`src/rtl/video_timing_overlay.sv`:
```
// rtl/video_timing_overlay.sv - raster timing generator with frame-buffer fetch and text-window overlays
// Optional keyed overlays (TXT_PX == 0 shows the underlying pixel): define VTO_TRANSPARENT_EN.
module video_timing_overlay #(
  parameter int H_ACTIVE = 640,
  parameter int H_FP     = 16,
  parameter int H_SYNC   = 96,
  parameter int H_BP     = 48,
  parameter int V_ACTIVE = 480,
  parameter int V_FP     = 10,
  parameter int V_SYNC   = 2,
  parameter int V_BP     = 33,
  parameter bit HS_POL   = 1'b0,
  parameter bit VS_POL   = 1'b0,
  parameter int N_OVL    = 2,
  parameter int OVL_W    = 100,
  parameter int OVL_H    = 10,
  parameter int ADDR_W   = $clog2(H_ACTIVE*V_ACTIVE),
  parameter int TADDR_W  = $clog2(N_OVL*OVL_W*OVL_H)
)(
  input  logic                 CLK_PX,
  input  logic                 RST_n,
  input  logic                 EN,
  input  logic [1:0]           MODE,
  input  logic [N_OVL-1:0]     OVL_EN,
  input  logic [12*N_OVL-1:0]  OVL_X,
  input  logic [12*N_OVL-1:0]  OVL_Y,
  input  logic [23:0]          PX,
  input  logic [7:0]           TXT_PX,
  output logic [ADDR_W-1:0]    PX_ADDR,
  output logic [TADDR_W-1:0]   TXT_ADDR,
  output logic                 HDMI_CLK,
  output logic                 DE,
  output logic                 HSYNC,
  output logic                 VSYNC,
  output logic [23:0]          HDMI_PX,
  output logic                 FRAME_START
);

  localparam int H_TOTAL = H_ACTIVE + H_FP + H_SYNC + H_BP;
  localparam int V_TOTAL = V_ACTIVE + V_FP + V_SYNC + V_BP;
  localparam int HC_W    = $clog2(H_TOTAL);
  localparam int VC_W    = $clog2(V_TOTAL);

  logic [HC_W-1:0]    hc, hc_n, x1;
  logic [VC_W-1:0]    vc, vc_n;
  logic               act0, hs0, vs0, hit0;
  logic               origin_n, act_n, use_live, hit_n;
  logic               act1, hs1, vs1, hit1;
  logic [N_OVL-1:0]   ovl_en_q, cfg_en;
  logic [12*N_OVL-1:0] ovl_x_q, ovl_y_q, cfg_x, cfg_y;
  logic [13:0]        x14, y14, ox, oy;
  logic [TADDR_W-1:0] taddr_n;
  logic [2:0]         bar_k;
  logic [23:0]        base_px, px_n;
  logic               show_txt;
  int                 offs;

  assign HDMI_CLK    = CLK_PX;
  assign FRAME_START = RST_n && EN && (hc == '0) && (vc == '0);

  assign act0 = EN && (int'(hc) < H_ACTIVE) && (int'(vc) < V_ACTIVE);
  assign hs0  = EN && (int'(hc) >= H_ACTIVE + H_FP) && (int'(hc) < H_ACTIVE + H_FP + H_SYNC);
  assign vs0  = EN && (int'(vc) >= V_ACTIVE + V_FP) && (int'(vc) < V_ACTIVE + V_FP + V_SYNC);

  always_comb begin
    hc_n = '0;
    vc_n = '0;
    if (EN) begin
      if (hc == HC_W'(H_TOTAL-1)) begin
        hc_n = '0;
        vc_n = (vc == VC_W'(V_TOTAL-1)) ? '0 : vc + VC_W'(1);
      end else begin
        hc_n = hc + HC_W'(1);
        vc_n = vc;
      end
    end
  end

  assign origin_n = (hc_n == '0) && (vc_n == '0);
  assign act_n    = (int'(hc_n) < H_ACTIVE) && (int'(vc_n) < V_ACTIVE);

  // Addresses are registered from the next position so they line up with the
  // stage-0 counters; the window set in force is the one latched at frame start.
  assign use_live = origin_n || FRAME_START;
  assign cfg_en   = use_live ? OVL_EN : ovl_en_q;
  assign cfg_x    = use_live ? OVL_X  : ovl_x_q;
  assign cfg_y    = use_live ? OVL_Y  : ovl_y_q;

  always_comb begin
    hit_n   = 1'b0;
    taddr_n = TXT_ADDR;
    offs    = 0;
    ox      = '0;
    oy      = '0;
    x14     = 14'(hc_n);
    y14     = 14'(vc_n);
    // Descending scan so the lowest-index window is the last to assign.
    for (int i = N_OVL-1; i >= 0; i--) begin
      ox = 14'(cfg_x[12*i +: 12]);
      oy = 14'(cfg_y[12*i +: 12]);
      if (act_n && cfg_en[i] &&
          (x14 >= ox) && (x14 < ox + 14'(OVL_W)) &&
          (y14 >= oy) && (y14 < oy + 14'(OVL_H))) begin
        hit_n   = 1'b1;
        offs    = i*OVL_W*OVL_H + int'(y14 - oy)*OVL_W + int'(x14 - ox);
        taddr_n = offs[TADDR_W-1:0];
      end
    end
    if (!EN) taddr_n = '0;
  end

  always_ff @(posedge CLK_PX or negedge RST_n) begin
    if (!RST_n) begin
      hc       <= '0;
      vc       <= '0;
      PX_ADDR  <= '0;
      TXT_ADDR <= '0;
      hit0     <= 1'b0;
      ovl_en_q <= '0;
      ovl_x_q  <= '0;
      ovl_y_q  <= '0;
    end else begin
      hc       <= hc_n;
      vc       <= vc_n;
      TXT_ADDR <= taddr_n;
      hit0     <= hit_n && EN;
      // Active pixels are contiguous in raster order, so a held address plus one
      // is always the next active pixel.
      if (!EN || origin_n)
        PX_ADDR <= '0;
      else if (act_n)
        PX_ADDR <= PX_ADDR + ADDR_W'(1);
      if (FRAME_START) begin
        ovl_en_q <= OVL_EN;
        ovl_x_q  <= OVL_X;
        ovl_y_q  <= OVL_Y;
      end
    end
  end

  always_ff @(posedge CLK_PX or negedge RST_n) begin
    if (!RST_n) begin
      act1 <= 1'b0;
      hs1  <= 1'b0;
      vs1  <= 1'b0;
      hit1 <= 1'b0;
      x1   <= '0;
    end else begin
      act1 <= act0;
      hs1  <= hs0;
      vs1  <= vs0;
      hit1 <= hit0 && EN;
      x1   <= hc;
    end
  end

  always_comb begin
    bar_k = 3'((int'(x1) * 8) / H_ACTIVE);
    case (MODE)
      2'd0:    base_px = {3{PX[7:0]}};
      2'd1:    base_px = PX;
      2'd2:    base_px = ~{3{PX[7:0]}};
      default: base_px = {{8{bar_k[2]}}, {8{bar_k[1]}}, {8{bar_k[0]}}};
    endcase
`ifdef VTO_TRANSPARENT_EN
    show_txt = hit1 && (TXT_PX != 8'h00);
`else
    show_txt = hit1;
`endif
    px_n = show_txt ? {3{TXT_PX}} : base_px;
  end

  // Output stage drops to idle one edge after EN falls rather than draining.
  always_ff @(posedge CLK_PX or negedge RST_n) begin
    if (!RST_n) begin
      DE      <= 1'b0;
      HSYNC   <= ~HS_POL;
      VSYNC   <= ~VS_POL;
      HDMI_PX <= '0;
    end else if (!EN) begin
      DE      <= 1'b0;
      HSYNC   <= ~HS_POL;
      VSYNC   <= ~VS_POL;
      HDMI_PX <= '0;
    end else begin
      DE      <= act1;
      HSYNC   <= hs1 ? HS_POL : ~HS_POL;
      VSYNC   <= vs1 ? VS_POL : ~VS_POL;
      HDMI_PX <= act1 ? px_n : 24'h0;
    end
  end

endmodule

```
`config.mk`:
```
export PLATFORM = sky130hd
export DESIGN_NAME = video_timing_overlay
export DESIGN_NICKNAME = d
export VERILOG_FILES = /design/src/rtl/video_timing_overlay.sv
export SDC_FILE = /design/constraint.sdc
export NUM_CORES = 1
export LEC_CHECK = 0
export ABC_AREA = 1
export CAP_MARGIN = 5
export CORE_UTILIZATION = 30
export CTS_CLUSTER_DIAMETER = 40
export DETAILED_ROUTE_END_ITERATION = 16
export SYNTH_ARGS = -nofsm -noshare
export SYNTH_HDL_FRONTEND = slang
export SYNTH_SLANG_ARGS = --single-unit
```
`constraint.sdc`:
```
create_clock -name CLK_PX -period 7.4 [get_ports CLK_PX]
set_clock_uncertainty 0.15 [all_clocks]
set_input_delay 1.48 -clock CLK_PX [delete_from_list [all_inputs] [get_ports CLK_PX]]
set_output_delay 1.48 -clock CLK_PX [all_outputs]
set_load 0.01 [all_outputs]
```
# ---- Word level (Yosys, flattened, before mapping)
# Index checks and enable logic that the tools add are counted.
dict set report word_totals {
  register_bits 142
  inputBits 87
}
dict set report classes {
  n_addsub 14
  mul 2
  div 1
  n_lt_le_gt_ge 16
  n_eq_ne 5
  mux 24
  bitwise 1
  n_reduce_logical 32
}
# operator count
set op_table {}
lappend op_table {{$mux W24} 5}
lappend op_table {{$pmux W24 S3} 1}
lappend op_table {{$lt A10 B13 Y1} 4}
lappend op_table {{$mux W10} 5}
lappend op_table {{$ge A10 B12 Y1} 4}
lappend op_table {{$logic_not A10 Y1} 4}
lappend op_table {{$mux W19} 2}
lappend op_table {{$mux W11} 3}
lappend op_table {{$div A14 B11 Y32 const B} 1}
lappend op_table {{$lt A10 B10 Y1 const B} 3}
lappend op_table {{$lt A10 B9 Y1 const B} 3}
lappend op_table {{$add A12 B4 Y13 const B} 2}
lappend op_table {{$add A12 B7 Y13 const B} 2}
lappend op_table {{$mul A13 B6 Y9 const B} 2}
lappend op_table {{$sub A10 B12 Y13} 2}
lappend op_table {{$not A24 Y24} 1}
lappend op_table {{$logic_and A1 B1 Y1} 23}
lappend op_table {{$add A11 B11 Y11} 2}
lappend op_table {{$sub A10 B11 Y11} 2}
lappend op_table {{$add A10 B1 Y10 const B} 2}
lappend op_table {{$eq A10 B10 Y1 const B} 2}
lappend op_table {{$add A19 B1 Y19 const B} 1}
lappend op_table {{$add A11 B11 Y11 const A} 1}
lappend op_table {{$ge A10 B10 Y1 const B} 1}
lappend op_table {{10 further kinds} 17}

# ---- Logic depth before layout (Yosys ltp)
dict set report logic_depth {
  depth_word 16
  ltp_mapped 51
  ltp_nobuf 48
}

==> flow_metrics.env <==
export IMPL_status="complete, no violations"
export IMPL_n_fill_cell=4042
export IMPL_cts_tree="yes"
export IMPL_final_common_cell="nand2_1"
export IMPL_async_flop_share_pct=100
export IMPL_drcViolationCount=0
export IMPL_setup_viol=0
export IMPL_worstSetupStartpointType="input port"
export IMPL_grt_pass1_wl_mm=54.9
export IMPL_cp_max_fo=17
export IMPL_grt_use_total_pct=17.1
export IMPL_ir_drop_mv=0.427
export IMPL_powerDensity_mw_per_mm2=345
export IMPL_r2r_cells=40
export IMPL_r2r_end="TXT_ADDR[10]$_DFFE_PN0P_"
export IMPL_cts_reportedPaths_clkPinSlew_ns=0.07
export IMPL_synth_cell_types=53
export IMPL_vias_per_cell=4.68
export IMPL_synth_avg_cell_area_um2=7.49
export IMPL_drive_above_1_share_pct=12.4
export IMPL_synthToLayoutAreaGrowth_pct=29.2
export IMPL_rr_startpoint="vc[0]$_DFF_PN0_"
export IMPL_fin_crit_ns=6.94
export IMPL_die_w_um=202
export IMPL_place_ws_ns=-0.465
export IMPL_yosysSeqAreaShare_pct=28.8
export IMPL_hold_end="HSYNC$_DFF_PN1_"
export IMPL_fin_nets=2094
export IMPL_final_hold_viol_count=0
export IMPL_synth_seq_cells=138
export IMPL_r2r_setup_slack_ns=0.60
export IMPL_portBuffers=145
export IMPL_first_iter_violations=572
export IMPL_grt_max_degree=139
export IMPL_multi_input_area_mm2=0.00753
export IMPL_antenna_found_initial=0
export IMPL_rows=72
export IMPL_ff_latch_area_mm2=0.00346
export IMPL_routedWlPerCell_um=14.5
export IMPL_setup_slack_ns=0.458
export IMPL_grt_pass1_vias=10694
export IMPL_antenna_cells=0
export IMPL_place_congestion=0.882
export IMPL_final_cell_mix="nand2_1, inv_1, clkdlybuf4s50_1"
export IMPL_worstPathRequired_ns=7.74
export IMPL_dp_hpwl_mm=27.3
export IMPL_synthFlopType="dfrtp_1"
export IMPL_netlist_instances=1604
export IMPL_period_share_pct=93.8
export IMPL_synth_top_area_cell="dfrtp_1"
export IMPL_chipHeight_um=202
export IMPL_coreArea_mm2=0.0391
export IMPL_max_cap_violations=0
export IMPL_initial_core_util_pct=30.7
export IMPL_detail_route_antenna_nets=0
export IMPL_yosys_warnings=0
export IMPL_syn_nets=1857
export IMPL_min_path_cells=1
export IMPL_netlist_area_mm2=0.0120
export IMPL_grt_setup_unrepaired="false"
export IMPL_critical_path_class="in2reg"
export IMPL_arrival_ns=7.28
export IMPL_cts_hold_buffers=0
export IMPL_worst_slew_pin_slew_ns=0.867
export IMPL_crit_path_frequent_cell="nand2_1"
export IMPL_finalWirelength_mm=34.3
export IMPL_slowest_stage="fa_1"
export IMPL_overflow=0
export IMPL_ios=146
export IMPL_finalMaxSlewViolations=0
export IMPL_yosysTopAreaCellShare_pct=28.3
export IMPL_synthTopCellsByArea="dfrtp_1, ha_1, nand2_1, inv_1, fa_1"
export IMPL_synth_edf_count=0
export IMPL_min_from="hs1$_DFF_PN0_"
export IMPL_holdWs_ns=0.234
export IMPL_hp_class="reg2reg"
export IMPL_drt_first_pass_iters=5
export IMPL_relSlewSlack_pct=42.2
export IMPL_clock_latency_ns=0.55
export IMPL_vias=11110
export IMPL_crit_path_end_kind="flop"
export IMPL_p_leak_nw=7.94
export IMPL_fmax_mhz=144
export IMPL_critical_path_max_stage_delay_ns=0.59
export IMPL_die_area_mm2=0.0408
==> report_power, final <==
part / leakage [nW] / switching, mW / internal [mW]
Sequential: 1.82 / 0.0347 / 0.831
Clock: 0.303 / 0.401 / 0.519
Combinational: 5.81 / 1.81 / 1.76
==> Yosys cell counts (15+ instances only) <==
library cell,instances
fa_1,30
a21oi_1,93
o21ai_0,101
xor2_1,44
ha_1,136
nand2_1,406
nand3_1,84
nand4_1,25
nand2_2,26
clkbuf_1,20
nor3_1,15
o21ai_1,16
inv_1,238
nor2_1,91
dfrtp_1,136
xnor2_1,27
==> how the worst max path moves through the flow <==
stage | from | endpoint | slack, ns | depth (start not counted)
global placement | EN | TXT_ADDR[10]$_DFFE_PN0P_ | -0.36 | 40
detailed placement | EN | TXT_ADDR[10]$_DFFE_PN0P_ | -0.47 | 38
floorplan | EN | TXT_ADDR[10]$_DFFE_PN0P_ | 0.01 | 39
CTS | EN | TXT_ADDR[10]$_DFFE_PN0P_ | 0.11 | 38
finish | EN | TXT_ADDR[10]$_DFFE_PN0P_ | 0.46 | 38
global route | vc[0]$_DFF_PN0_ | TXT_ADDR[10]$_DFFE_PN0P_ | 0.03 | 43
==> final cells by class <==
type | instances | area share, %
multi-input combinational | 1182 | 48.5
sequential | 138 | 22.3
timing repair buffer | 254 | 15.0
inverter | 244 | 5.92
tap | 518 | 4.18
clock buffer | 21 | 3.29
clock inverter | 15 | 0.846
==> cells by family (layout without fill, tap and decap cells) <==
family	Yosys count	in the layout	share of synthesized area, %
adders and majority gates	166	166	19.2
AOI/OAI and AO/OA	256	256	11.8
buffers and inverters	284	534	9.79
and+or+nand+nor	689	689	25.3
DFF	138	138	28.8
xor gates and xnor gates	71	71	5.18
==> worst max-delay path: cells and delay by family <==
kind            cells  cell delay, ns
compound gates      4            0.44
xor+xnor            4            0.67
fa+ha+maj           7            2.67
buf+inv             8            0.64
simple gates       15            1.38
==> state kept, by name, indices dropped and copies added (netlist names) <==
name and flops:
HDMI_PX 24, ovl_x_q 24, ovl_y_q 24, PX_ADDR 19
TXT_ADDR 11, hc 10, vc 10, x1 6
ovl_en_q 2, DE 1, HSYNC 1, VSYNC 1
act1 1, hit0 1, hit1 1, hs1 1
vs1 1
==> stage by stage <==
step,setup TNS [ns],total power [mW],instances,area (um^2),utilization (%)
floorplan,0,3.34,1604,12100,-
global placement,-0.711,4.26,2335,14800,37.8
detailed placement,-1.09,4.32,2335,14800,37.8
CTS,0,5.26,2370,15400,39.4
global route,0,5.91,2372,15500,39.7
finish,0,5.36,2372,15500,39.7
==> layer usage <==
layer	track usage (%)	wire, um
met5	0	0
met4	7.60	1090
met3	3.34	1840
met2	27.0	15400
met1	22.6	16000
==> repair_timing <==
item | 4_1_cts | 5_1_grt
setup endpoints to repair | 0 | 3
resized for setup | 0 | 15
setup buffers | 0 | 2
endpoints found under the hold margin | 0 | 0
Power figures use the tool's default switching activity.
